[src/rtl/arb_pkg.sv]
// rtl/arb_pkg.sv - shared state encoding and one-hot helper for the round-robin arbiter
package arb_pkg;

    typedef enum logic {
        ARB_IDLE = 1'b0,
        ARB_OWN  = 1'b1
    } arb_state_e;

    // Encodes a one-hot vector (up to 64 bits) into its bit index; zero input gives 0.
    function automatic int f_onehot_to_idx(input logic [63:0] iv_onehot);
        int idx;
        idx = 0;
        for (int i = 0; i < 64; i++) begin
            if (iv_onehot[i]) begin
                idx = idx | i;
            end
        end
        return idx;
    endfunction

endpackage

[src/rtl/prefix_rr_arbiter_if.sv]
// rtl/prefix_rr_arbiter_if.sv - request/grant bundle between requesters and the arbiter
//   iwv_req        : request level per requester (requester side drives)
//   owv_grant      : registered one-hot grant
//   ow_grant_valid : grant is non-zero
//   owv_grant_idx  : encoded owner index, holds last value while not valid
//   ow_expired     : one-cycle pulse when the hold limit forced re-arbitration
interface prefix_rr_arbiter_if #(
    parameter int p_REQUESTERS = 8
);
    localparam int IW = $clog2(p_REQUESTERS);

    logic [p_REQUESTERS-1:0] iwv_req;
    logic [p_REQUESTERS-1:0] owv_grant;
    logic                    ow_grant_valid;
    logic [IW-1:0]           owv_grant_idx;
    logic                    ow_expired;

    modport master (
        output iwv_req,
        input  owv_grant, ow_grant_valid, owv_grant_idx, ow_expired
    );

    modport slave (
        input  iwv_req,
        output owv_grant, ow_grant_valid, owv_grant_idx, ow_expired
    );
endinterface

[src/rtl/prefix_rr_arbiter_prefix_or.sv]
// rtl/prefix_rr_arbiter_prefix_or.sv - log-depth inclusive prefix-OR generator
//   p_WIDTH    : vector width (>= 2)
//   iwv_data   : input vector
//   owv_prefix : bit i is the OR of iwv_data[i:0]
module GenericPrefixOr #(
    parameter int p_WIDTH = 8
) (
    input  logic [p_WIDTH-1:0] iwv_data,
    output logic [p_WIDTH-1:0] owv_prefix
);
    localparam int LV = $clog2(p_WIDTH);

    // Kogge-Stone style: stage k folds in the bit 2**k positions below.
    logic [LV:0][p_WIDTH-1:0] stage;

    assign stage[0] = iwv_data;

    for (genvar k = 0; k < LV; k++) begin : g_lvl
        for (genvar i = 0; i < p_WIDTH; i++) begin : g_bit
            if (i >= (1 << k)) begin : g_or
                assign stage[k+1][i] = stage[k][i] | stage[k][i-(1<<k)];
            end else begin : g_pass
                assign stage[k+1][i] = stage[k][i];
            end
        end
    end

    assign owv_prefix = stage[LV];
endmodule

[src/rtl/prefix_rr_arbiter.sv]
// rtl/prefix_rr_arbiter.sv - round-robin arbiter with multi-cycle ownership and bounded hold
//   p_REQUESTERS : number of requesters (2..64)
//   p_MAX_HOLD   : max consecutive ownership cycles, 0 = unlimited
//   iw_clk       : clock, rising edge
//   iw_rst_n     : synchronous active-low reset
//   arb          : request/grant bundle (slave side)
module prefix_rr_arbiter
    import arb_pkg::*;
#(
    parameter int p_REQUESTERS = 8,
    parameter int p_MAX_HOLD   = 16
) (
    input  logic                 iw_clk,
    input  logic                 iw_rst_n,
    prefix_rr_arbiter_if.slave   arb
);
    localparam int N  = p_REQUESTERS;
    localparam int IW = $clog2(N);
    localparam int CW = (p_MAX_HOLD > 0) ? $clog2(p_MAX_HOLD + 1) : 1;

    arb_state_e    state_q, state_d;
    logic [N-1:0]  grant_q, grant_d;
    logic [IW-1:0] idx_q, idx_d;
    logic [IW-1:0] ptr_q, ptr_d;
    logic [CW-1:0] cnt_q, cnt_d;
    logic          expired_q, expired_d;

    logic [N-1:0]  req;
    logic [N-1:0]  hi_mask;
    logic [N-1:0]  hi;
    logic [N-1:0]  p_hi, p_req, p_sel;
    logic [N-1:0]  win;
    logic [IW-1:0] win_idx;
    logic          hold_ok;

    assign req = arb.iwv_req;

    // Requesters strictly above the last owner get first pick.
    always_comb begin
        hi_mask = '0;
        for (int i = 0; i < N; i++) begin
            hi_mask[i] = (i > int'(ptr_q));
        end
    end

    assign hi = req & hi_mask;

    GenericPrefixOr #(.p_WIDTH(N)) u_pfx_hi (
        .iwv_data   (hi),
        .owv_prefix (p_hi)
    );

    GenericPrefixOr #(.p_WIDTH(N)) u_pfx_req (
        .iwv_data   (req),
        .owv_prefix (p_req)
    );

    // Falling back to the full request vector is the wrap-around; the current
    // owner is only reachable this way, so it re-wins only when alone.
    assign p_sel   = (|hi) ? p_hi : p_req;
    assign win     = p_sel & ~(p_sel << 1);
    assign win_idx = IW'(f_onehot_to_idx(64'(win)));

    assign hold_ok = (p_MAX_HOLD == 0) || (cnt_q < CW'(p_MAX_HOLD));

    always_comb begin
        state_d   = state_q;
        grant_d   = grant_q;
        idx_d     = idx_q;
        ptr_d     = ptr_q;
        cnt_d     = cnt_q;
        expired_d = 1'b0;

        case (state_q)
            ARB_IDLE: begin
                if (|req) begin
                    state_d = ARB_OWN;
                    grant_d = win;
                    idx_d   = win_idx;
                    ptr_d   = win_idx;
                    cnt_d   = CW'(1);
                end
            end
            ARB_OWN: begin
                if (req[ptr_q] && hold_ok) begin
                    cnt_d = cnt_q + CW'(1);
                end else if (|req) begin
                    grant_d   = win;
                    idx_d     = win_idx;
                    ptr_d     = win_idx;
                    cnt_d     = CW'(1);
                    // Owner still requesting here means the hold limit ran out.
                    expired_d = req[ptr_q];
                end else begin
                    state_d = ARB_IDLE;
                    grant_d = '0;
                end
            end
            default: begin
                state_d = ARB_IDLE;
                grant_d = '0;
            end
        endcase
    end

    always_ff @(posedge iw_clk) begin
        if (!iw_rst_n) begin
            state_q   <= ARB_IDLE;
            grant_q   <= '0;
            idx_q     <= '0;
            ptr_q     <= IW'(N - 1);
            cnt_q     <= '0;
            expired_q <= 1'b0;
        end else begin
            state_q   <= state_d;
            grant_q   <= grant_d;
            idx_q     <= idx_d;
            ptr_q     <= ptr_d;
            cnt_q     <= cnt_d;
            expired_q <= expired_d;
        end
    end

    assign arb.owv_grant      = grant_q;
    assign arb.ow_grant_valid = |grant_q;
    assign arb.owv_grant_idx  = idx_q;
    assign arb.ow_expired     = expired_q;
endmodule
[src/flat_wrapper.sv]
// flat-port wrapper written by rule: the top's interface ports become plain ports
module prefix_rr_arbiter_flat import arb_pkg::*;
#(
    parameter int p_REQUESTERS = 8,
    parameter int p_MAX_HOLD   = 16
)
  (iw_clk, iw_rst_n, arb_iwv_req, arb_owv_grant, arb_ow_grant_valid, arb_owv_grant_idx, arb_ow_expired);
  prefix_rr_arbiter_if #(.p_REQUESTERS(p_REQUESTERS)) arb_i ();
  input  logic iw_clk;
  input  logic iw_rst_n;
  input wire logic [$bits(arb_i.iwv_req)-1:0] arb_iwv_req;
  output wire logic [$bits(arb_i.owv_grant)-1:0] arb_owv_grant;
  output wire logic [$bits(arb_i.ow_grant_valid)-1:0] arb_ow_grant_valid;
  output wire logic [$bits(arb_i.owv_grant_idx)-1:0] arb_owv_grant_idx;
  output wire logic [$bits(arb_i.ow_expired)-1:0] arb_ow_expired;
  assign arb_i.iwv_req = arb_iwv_req;
  assign arb_owv_grant = arb_i.owv_grant;
  assign arb_ow_grant_valid = arb_i.ow_grant_valid;
  assign arb_owv_grant_idx = arb_i.owv_grant_idx;
  assign arb_ow_expired = arb_i.ow_expired;
  prefix_rr_arbiter #(.p_REQUESTERS(p_REQUESTERS), .p_MAX_HOLD(p_MAX_HOLD)) u_core (.iw_clk(iw_clk), .iw_rst_n(iw_rst_n), .arb(arb_i));
endmodule
[config.mk]
export PLATFORM = sky130hd
export DESIGN_NAME = prefix_rr_arbiter_flat
export DESIGN_NICKNAME = d
export VERILOG_FILES = /design/src/rtl/arb_pkg.sv /design/src/rtl/prefix_rr_arbiter_if.sv /design/src/rtl/prefix_rr_arbiter_prefix_or.sv /design/src/rtl/prefix_rr_arbiter.sv /design/src/flat_wrapper.sv
export SDC_FILE = /design/constraint.sdc
export NUM_CORES = 1
export LEC_CHECK = 0
export ABC_CLOCK_PERIOD_IN_PS = 2300
export BUFFER_PORTS_ARGS = -buffer_cell sky130_fd_sc_hd__buf_2
export CAP_MARGIN = 25
export CELL_PAD_IN_SITES_DETAIL_PLACEMENT = 1
export CELL_PAD_IN_SITES_GLOBAL_PLACEMENT = 1
export CORE_ASPECT_RATIO = 0.8
export CORE_MARGIN = 3
export CORE_UTILIZATION = 42
export CTS_CLUSTER_SIZE = 20
export DETAILED_ROUTE_END_ITERATION = 6
export PLACE_DENSITY = 0.78
export SYNTH_ARGS = -nofsm -noshare
export SYNTH_HDL_FRONTEND = slang
export SYNTH_HIERARCHICAL = 1
export SYNTH_SLANG_ARGS = --single-unit
[constraint.sdc]
create_clock -name iw_clk -period 2.3 [get_ports iw_clk]
set_input_delay 0.345 -clock iw_clk [delete_from_list [all_inputs] [get_ports iw_clk]]
set_output_delay 0.345 -clock iw_clk [all_outputs]
set_load 0.01 [all_outputs]
==> results of run 1 <==
## routing by layer
layer,up-vias,track usage,wire [um]
li1,710,-,-
met1,713,0.284,2150
met2,18,0.338,1920
met3,0,0.0370,124
met4,0,0.00775,0
met5,-,0,0
## area by class of cell
cell class | instances | area, um2
Timing Repair Buffer | 29 | 163
Clock buffer | 3 | 41.3
Tap cell | 42 | 52.6
Clock inverter | 1 | 5.00
Sequential cell | 21 | 425
Inverter | 11 | 41.3
Multi-Input combinational cell | 143 | 1040
Fill cell | 432 | 1700
## flip-flops by register name (all words and copies together), names as in the netlist
| signal | flops |
|---|---|
| u_core/arb.owv_grant_idx | 3 |
| u_core/cnt_q | 5 |
| u_core/ptr_q | 3 |
| u_core/arb.ow_expired | 1 |
| u_core/state_q | 1 |
| u_core/arb.owv_grant | 8 |
## critical path, delay by kind of cell (launching register included)
| kind | cells | cell delay [ps] |
|---|---|---|
| compound gates | 1 | 170 |
| buf+inv | 2 | 310 |
| flops | 1 | 360 |
| mux | 1 | 270 |
| simple gates | 6 | 910 |
## worst min path at each step
stage	to	slack, ps	cells after the start
global placement	u_core/arb.ow_expired	440	2
finish	u_core/arb.ow_expired	460	2
floorplan	u_core/arb.ow_expired	420	2
detailed placement	u_core/arb.ow_expired	460	2
CTS	u_core/arb.ow_expired	470	2
global route	u_core/arb.ow_expired	510	2
## cell families (layout without fill, tap and decap cells)
kind of cell	Yosys count	after routing	share of synthesized area
compound gates	45	45	0.218
other cells	1	4	0.00243
fa+ha+maj	1	1	0.00811
flops	21	21	0.273
simple gates	81	81	0.330
buf+inv	20	44	0.0811
mux	12	12	0.0876
## cells in the final DEF (no fill, tap or decap), drive strengths merged, types with 3 or more instances in the layout
| master | netlist | layout |
|---|---|---|
| a21oi | 6 | 6 |
| a31oi | 4 | 4 |
| a32o | 7 | 7 |
| and2 | 5 | 5 |
| buf | 9 | 29 |
| clkbuf | 0 | 3 |
| conb | 1 | 4 |
| dfxtp | 21 | 21 |
| inv | 11 | 11 |
| mux2i | 9 | 9 |
| nand2 | 18 | 18 |
| nand2b | 13 | 13 |
| nand3 | 5 | 5 |
| nand4b | 3 | 3 |
| nor2 | 11 | 11 |
| nor2b | 4 | 4 |
| nor3 | 3 | 3 |
| nor3b | 3 | 3 |
| nor4 | 5 | 5 |
| o21ai | 13 | 13 |
| or2 | 3 | 3 |
| or3 | 3 | 3 |
## report_power, final
group | leakage [nW] | internal [W] | switching, W
Sequential | 0.172 | 0.000458 | 0.0000827
Clock | 0.0255 | 0.000120 | 0.000112
Combinational | 0.572 | 0.000462 | 0.000614
Total | 0.769 | 0.00104 | 0.000809
## per-stage QoR
step                hold slack (ps)  instance area (um2)  setup slack, ps  power [W]  instances
floorplan                       423                 1550              258    0.00129        184
global placement                441                 1680             98.1    0.00151        245
detailed placement              462                 1680             41.7    0.00156        245
CTS                             472                 1720             23.5    0.00179        249
global route                    508                 1770             2.57    0.00200        250
finish                          460                 1770              128    0.00185        250
## timing repair
item,in CTS,in global routing
endpoints found under the hold margin,0,0
resized for setup,0,11
buffers inserted,0,1
setup endpoints to repair,0,6
==> impl_metrics.json, run 1 <==
{
  "cp.required_ps": 2410,
  "ys_seq_area_frac": 0.273,
  "worstSetupEndpointType": "flop",
  "die-area_um2": 4440,
  "slew_viol_final": 0,
  "wirelength_mm": 4.20,
  "grt_overflow": 0,
  "synth-seq-cells": 21,
  "die_h_um": 60.2,
  "synth_common_cells": "dfxtp_1 (21), nand2_1 (17), nand2b_1 (12), inv_1 (11), nor2_1 (10)",
  "ir_worst_vdd_mv": 0.586,
  "antenna_found_initial": 0,
  "crit_end": "u_core/ptr_q[0]",
  "synthFlopType": "dfxtp_1",
  "synth_top_area_cell": "dfxtp_1",
  "grt_pass1_vias": 1410,
  "synth_area_um2": 1540,
  "root_buffer": "clkbuf_8",
  "drive_gt1_frac": 0.298,
  "cts_buffers": 3,
  "path_clk_slew_ps": 70,
  "ioPinCount": 23,
  "reg2reg_from": "u_core/ptr_q[2]",
  "avgRoutedWirePerCell_um": 16.8,
  "post-route-period-util": 0.944,
  "worst_pin_slew_ps": 605,
  "status": "completed",
  "synth_edf_count": 0,
  "relSlewSlack": 0.594,
  "grt_max_degree": 24,
  "num_antenna_cells": 0,
  "port_buffers": 22,
  "syn_avg_cell_area_um2": 8.52,
  "postLayoutCoreUtil": 0.509,
  "fp-row-count": 19,
  "vias": 1441,
  "synth_cells": 181,
  "rrSetupSlack_ps": 130,
  "grt_pass1_wl_mm": 6.96,
  "worst_path_largest_cell_delay_ps": 360,
  "yosys-top-cells-area": "dfxtp_1 (27%), mux2i_1 (5.8%), nand2b_1 (4.9%), a32o_1 (4.5%), nand2_1 (4.1%)",
  "synth_cell_type_count": 51,
  "first_pass_iters": 4,
  "r2r_cells": 10,
  "leakagePower_nw": 0.769,
  "critPathMaxFanout": 5,
  "path_class": "flop to flop",
  "clock_path_buffers": 2,
  "synthArstFlopShare": 0,
  "track_usage": 0.202,
  "detail-route-antenna-nets": 0,
  "hp-start": "u_core/cnt_q[4]",
  "path_cells": "or2_2 -> nor3b_2 -> buf_4 -> nor4_4 -> buf_4 -> nand2b_1 -> nand2b_1 -> nand3_1 -> mux2i_2 -> a41oi_2",
  "hp-class": "flop to flop",
  "final_nets": 220,
  "max_cap_violations": 0,
  "areaGrowthSynthToFinish_pct": 14.6,
  "fin_crit_ps": 2170,
  "drc": 0,
  "rsz0062_at_grt": "no",
  "drt_iter0_markers": 90,
  "htreeDepth": 1,
  "fin_skew_ps": 3.93,
  "worstSkewPairLatency_ps": 250,
  "gp_congestion": 0.874,
  "power.density_nw_per_um2": 1050,
  "cp-start-kind": "flop",
  "cts_sinks": 21,
  "postCtsHoldBufs": 0,
  "cts_tree": "done",
  "r2r-end": "u_core/ptr_q[0]",
  "vias_per_cell": 5.76,
  "slowest_stage": "dfxtp_4",
  "setup_viol": 0,
  "final_hold_viol_count": 0,
  "core_um2": 3470,
  "ys_warn_count": 6,
  "synth_most_common_cell": "dfxtp_1",
  "initial_core_util": 0.444,
  "fin_tns_setup_ps": 0,
  "crit_arrival_ps": 2280,
  "die_w_um": 73.8,
  "netlist.area_leader.share": 0.273,
  "crit_start": "u_core/ptr_q[2]",
  "fmax_mhz": 460,
  "dp_hpwl_mm": 3.37
}
No activity file was read; power rests on OpenSTA's default activity.
==> run 2, diff against run 1 <==
--- a/config.mk
+++ b/config.mk
@@ -5,15 +5,13 @@
 export SDC_FILE = /design/constraint.sdc
 export NUM_CORES = 1
 export LEC_CHECK = 0
-export ABC_CLOCK_PERIOD_IN_PS = 2300
+export ABC_CLOCK_PERIOD_IN_PS = 2100
 export BUFFER_PORTS_ARGS = -buffer_cell sky130_fd_sc_hd__buf_2
-export CAP_MARGIN = 25
 export CELL_PAD_IN_SITES_DETAIL_PLACEMENT = 1
 export CELL_PAD_IN_SITES_GLOBAL_PLACEMENT = 1
 export CORE_ASPECT_RATIO = 0.8
 export CORE_MARGIN = 3
 export CORE_UTILIZATION = 42
-export CTS_CLUSTER_SIZE = 20
 export DETAILED_ROUTE_END_ITERATION = 6
 export PLACE_DENSITY = 0.78
 export SYNTH_ARGS = -nofsm -noshare
==> constraint.sdc (replaced) <==
create_clock -name iw_clk -period 2.1 [get_ports iw_clk]
set_input_delay 0.315 -clock iw_clk [delete_from_list [all_inputs] [get_ports iw_clk]]
set_output_delay 0.315 -clock iw_clk [all_outputs]
set_load 0.01 [all_outputs]
==> run 2 against run 1 <==
Clock power increased by 15%. Cell count rose by 2.8%. Setup slack lost 15 ps. Sequential cell count unchanged. Critical path depth down 1. Clock skew up 1.8 ps. Die area did not move. Non-clock buffer count is 7 higher. Register-to-register slack worse by 20 ps. Sequential share of layout area down 1.3 points.
==> impl_metrics.json, run 2 (synthesized netlist as in run 1, its figures left out) <==
{
  "status": "completed",
  "worstSkewPairLatency_ps": 270,
  "areaGrowthSynthToFinish_pct": 20.7,
  "largest_reg_flops": 8,
  "cp-start-kind": "flop",
  "slowest_stage": "dfxtp_2",
  "port_buffers": 22,
  "core_um2": 3470,
  "combinationalPowerShare": 0.604,
  "power.density_nw_per_um2": 1170,
  "mostFrequentLayoutCell": "buf_2",
  "first_pass_iters": 4,
  "track_usage": 0.207,
  "wl_met1_mm": 2.11,
  "crit_family": "simple AND/OR/NAND/NOR gates",
  "wirelength_mm": 4.39,
  "final_area_um2": 1860,
  "crit_buf_inv": 1,
  "path_clk_slew_ps": 80,
  "place_inst": 254,
  "drive_gt1_frac": 0.344,
  "max_cap_violations": 0,
  "grt_pass1_vias": 1448,
  "vias_per_cell": 5.73,
  "clock_power_share": 0.123,
  "leakagePower_nw": 0.827,
  "grt_overflow": 0,
  "die-area_um2": 4440,
  "dp_hpwl_mm": 3.49,
  "path_class": "flop to flop",
  "avgRoutedWirePerCell_um": 17.1,
  "fin_tns_setup_ps": 0,
  "fmax_mhz": 503,
  "dr.max_layer_used": "met4",
  "final_cell_mix": "buf_2 (22), dfxtp_1 (18), nand2_1 (16), buf_4 (14)",
  "gp_congestion": 0.919,
  "seqPwrFrac": 0.273,
  "htreeDepth": 1,
  "fp-row-count": 19,
  "num_antenna_cells": 0,
  "setup_viol": 0,
  "fillCellCount": 417,
  "final_nets": 227,
  "drt_iter0_markers": 78,
  "antenna_found_initial": 0,
  "ir_worst_vdd_mv": 0.501,
  "hp-class": "input port to flop",
  "power.internal_w": 0.00124,
  "p_sw_w": 0.000945,
  "worstSetupEndpointType": "flop",
  "fin_crit_ps": 1990,
  "cts_sinks": 21,
  "path_cells": "or2_4 -> nor3b_4 -> nor4_4 -> nand2b_1 -> nand2_1 -> buf_4 -> a2bb2oi_2 -> mux2i_4 -> a21oi_1",
  "post_dp_cell_area_um2": 1750,
  "initial_core_util": 0.444,
  "post-route-period-util": 0.946,
  "vias": 1472,
  "grt_pass1_wl_mm": 7.09,
  "root_buffer": "clkbuf_8",
  "grt_max_degree": 24,
  "dr_wl_met2_mm": 2.09,
  "cts_buffers": 3,
  "fin_skew_ps": 5.70,
  "final_cell_count_no_fill": 257,
  "worst_path_largest_cell_delay_ps": 340,
  "postLayoutCoreUtil": 0.536,
  "crit_arrival_ps": 2140,
  "cts_tree": "done",
  "drc": 0,
  "detail-route-antenna-nets": 0,
  "clock_path_buffers": 2,
  "die_w_um": 73.8,
  "wl_met3_um": 165,
  "switching_share": 0.434,
  "slew_viol_final": 0,
  "final_hold_viol_count": 0,
  "critPathMaxFanout": 5,
  "die_h_um": 60.2,
  "cp.required_ps": 2260,
  "ioPinCount": 23
}
run 2: cell types whose count changed in the layout (fill, tap and decap cells not counted), sizes merged:
cell,before,now
buf,29,36
run 2: worst register-to-register path, delay by kind of cell (launching register included):
family,cells,cell delay (ps)
compound gates,2,240
buf+inv,1,140
flops,1,340
mux,1,230
simple gates,5,930
run 2: final timing paths:
check                                     start                          end  slack (ps)  cells past startpoint
worst max-delay path            u_core/ptr_q[2]  u_core/arb.owv_grant_idx[2]         110                      9
worst min-delay path                   iw_rst_n  u_core/arb.owv_grant_idx[0]         460                      3
worst max register to register  u_core/ptr_q[2]  u_core/arb.owv_grant_idx[2]         110                      9
worst min register to register  u_core/cnt_q[4]        u_core/arb.ow_expired         460                      2
run 2: stage by stage:
stage | setup slack [ps] | hold slack (ps) | total power (W)
floorplan | 58.1 | 423 | 0.00142
global placement | 18.5 | 442 | 0.00175
detailed placement | -61.1 | 457 | 0.00180
CTS | 1.23 | 462 | 0.00209
global route | -33.3 | 485 | 0.00234
finish | 113 | 463 | 0.00218
run 2: timing repair:
item / in CTS / in global routing
hold buffers: 0 / 0
pin swaps: 1 / 8
cloned: 0 / 0
setup buffers: 0 / 1
gates resized for setup: 4 / 15
endpoints found under the setup margin: 10 / 10
run 2: power groups by stage:
stage          Sequential, W  Combinational [W]  Clock (W)
3_3_place_gp        0.000586            0.00117          0
3_5_place_dp        0.000589            0.00121          0
2_1_floorplan       0.000594           0.000822          0
5_1_grt             0.000612            0.00143   0.000295
6_report            0.000595            0.00132   0.000268
4_1_cts             0.000588            0.00123   0.000276
run 2: final cells by class:
cell class	count	area, um2	area share
well taps	42	52.6	0.0282
flip-flops and latches	21	424	0.228
clock inverters	1	5.00	0.00269
clock buffers	3	41.3	0.0222
multi-input cells	143	1080	0.581
inverters	11	41.3	0.0222
repair buffers	36	215	0.116
run 2: layer usage:
layer  vias to the layer above  track usage
li1                        721            -
met1                       715        0.286
met2                        32        0.345
met3                         4       0.0353
met4                         0       0.0310
met5                         -            0
==> run 3, diff against run 2 <==
--- a/config.mk
+++ b/config.mk
@@ -9,7 +9,7 @@
 export BUFFER_PORTS_ARGS = -buffer_cell sky130_fd_sc_hd__buf_2
 export CELL_PAD_IN_SITES_DETAIL_PLACEMENT = 1
 export CELL_PAD_IN_SITES_GLOBAL_PLACEMENT = 1
-export CORE_ASPECT_RATIO = 0.8
+export CORE_ASPECT_RATIO = 0.7
 export CORE_MARGIN = 3
 export CORE_UTILIZATION = 42
 export DETAILED_ROUTE_END_ITERATION = 6
==> run 3 against run 2 <==
Setup slack got worse by 21 ps. Wire length grew 11%. Total power rose by 0.71%. Critical endpoint is now u_core/arb.owv_grant[7]. Highest routed layer unchanged.
==> impl_metrics.json, run 3 (synthesized netlist as in run 1, its figures left out) <==
{
  "slew_viol_final": 0,
  "clock_power_share": 0.120,
  "fin_tns_setup_ps": 0,
  "switching_share": 0.441,
  "root_buffer": "clkbuf_8",
  "vias": 1568,
  "fmax_mhz": 498,
  "die_h_um": 56.7,
  "power_w": 0.00220,
  "areaGrowthSynthToFinish_pct": 22.3,
  "grt_overflow": 0,
  "combinationalPowerShare": 0.609,
  "cts_sinks": 21,
  "cp.required_ps": 2300,
  "largest_reg_flops": 8,
  "power.density_nw_per_um2": 1160,
  "vias_per_cell": 5.92,
  "status": "completed",
  "initial_core_util": 0.462,
  "final_cell_mix": "buf_2 (22), dfxtp_1 (18), buf_4 (17), nand2_1 (14), nand2b_1 (12)",
  "ir_worst_vdd_mv": 0.620,
  "cts_tree": "done",
  "dp_hpwl_mm": 3.71,
  "setup_viol": 0,
  "crit_arrival_ps": 2210,
  "fillCellCount": 414,
  "core_um2": 3340,
  "power.internal_w": 0.00123,
  "final_nets": 230,
  "worstSetupEndpointType": "flop",
  "post-route-period-util": 0.956,
  "drt_iter0_markers": 112,
  "gp_congestion": 0.899,
  "place_ws_ps": -57.0,
  "fp-row-count": 17,
  "drc": 0,
  "first_pass_iters": 4,
  "max_cap_violations": 0,
  "die_w_um": 78.4,
  "crit_buf_inv": 0,
  "crit_end": "u_core/arb.owv_grant[7]",
  "ioPinCount": 23,
  "cts_buffers": 3,
  "cp_num_cells": 5,
  "hp-class": "flop to flop",
  "critPathMaxFanout": 10,
  "path_clk_slew_ps": 80,
  "worst_path_largest_cell_delay_ps": 450,
  "wirelength_mm": 4.89,
  "slowest_stage": "dfxtp_2",
  "mostFrequentLayoutCell": "buf_2",
  "drive_gt1_frac": 0.372,
  "path_class": "flop to flop",
  "fin_crit_ps": 2010,
  "leakagePower_nw": 0.831,
  "p_sw_w": 0.000969,
  "num_antenna_cells": 0,
  "final_cell_count_no_fill": 265,
  "layout_setup_ws_ps": 92.1,
  "grt_pass1_vias": 1644,
  "reg2reg_from": "u_core/ptr_q[0]",
  "port_buffers": 22,
  "seqPwrFrac": 0.272,
  "worstSkewPairLatency_ps": 260,
  "place_inst": 259,
  "track_usage": 0.227,
  "die-area_um2": 4450,
  "detail-route-antenna-nets": 0,
  "r2r_cells": 5,
  "crit_start": "u_core/ptr_q[0]",
  "rrSetupSlack_ps": 90,
  "htreeDepth": 1,
  "crit_family": "simple AND/OR/NAND/NOR gates",
  "final_hold_viol_count": 0,
  "path_cells": "mux2_2 -> or3_1 -> nand4b_4 -> and3_1 -> a32o_1",
  "clock_path_buffers": 2,
  "avgRoutedWirePerCell_um": 18.5,
  "cp-start-kind": "flop",
  "fin_skew_ps": 1.34,
  "grt_pass1_wl_mm": 7.93,
  "grt_max_degree": 24,
  "r2r-end": "u_core/arb.owv_grant[7]",
  "antenna_found_initial": 0
}
## run 3: worst min path at each step
stage               startpoint                          end  slack [ps]  cells past startpoint
6_report       u_core/cnt_q[4]        u_core/arb.ow_expired         470                      2
5_1_grt               iw_rst_n  u_core/arb.owv_grant_idx[1]         500                      3
4_1_cts               iw_rst_n  u_core/arb.owv_grant_idx[1]         470                      3
3_5_place_dp   u_core/cnt_q[4]        u_core/arb.ow_expired         460                      2
3_3_place_gp   u_core/cnt_q[4]        u_core/arb.ow_expired         450                      2
2_1_floorplan  u_core/cnt_q[4]        u_core/arb.ow_expired         420                      2
## run 3: metal layers
layer / wire length (um) / up-vias / GRT usage
li1: - / 731 / -
met1: 2290 / 783 / 0.299
met2: 2300 / 46 / 0.361
met3: 249 / 8 / 0.0689
met4: 56 / 0 / 0.0549
met5: 0 / - / 0
## run 3: repair_timing
action                                  CTS  global route
buffers inserted                          1             2
hold buffers                              0             0
gates resized for setup                   6            18
gates cloned                              0             0
endpoints found under the setup margin   11             6
pin swaps                                 1             8
## run 3: metrics by stage
stage | cell area (um2) | hold slack, ps | util
finish | 1890 | 470 | 0.565
global route | 1890 | 504 | 0.565
CTS | 1820 | 465 | 0.546
detailed placement | 1750 | 461 | 0.525
global placement | 1750 | 448 | 0.525
floorplan | 1550 | 423 | -
## run 3: power by group through the flow
stage	combinational, W	clock [W]	sequential [W]
after floorplan	0.000822	0	0.000594
after global placement	0.00113	0	0.000582
after detailed placement	0.00118	0	0.000590
after CTS	0.00122	0.000267	0.000588
after global routing	0.00143	0.000293	0.000613
final	0.00134	0.000263	0.000597
## run 3: area by class of cell
| cell class | instances | area (um2) | share of cell area |
|---|---|---|---|
| multi-input combinational | 143 | 1080 | 0.570 |
| sequential | 21 | 427 | 0.226 |
| timing repair buffer | 39 | 238 | 0.126 |
| tap | 47 | 58.8 | 0.0312 |
| clock buffer | 3 | 41.3 | 0.0219 |
| inverter | 11 | 41.3 | 0.0219 |
| clock inverter | 1 | 5.00 | 0.00265 |
## run 3: worst reg2reg max path: stages, from the launching register on
cell and delay (ps):
dfxtp_2 450, mux2_2 370, or3_1 370, nand4b_4 180, and3_1 390, a32o_1 190
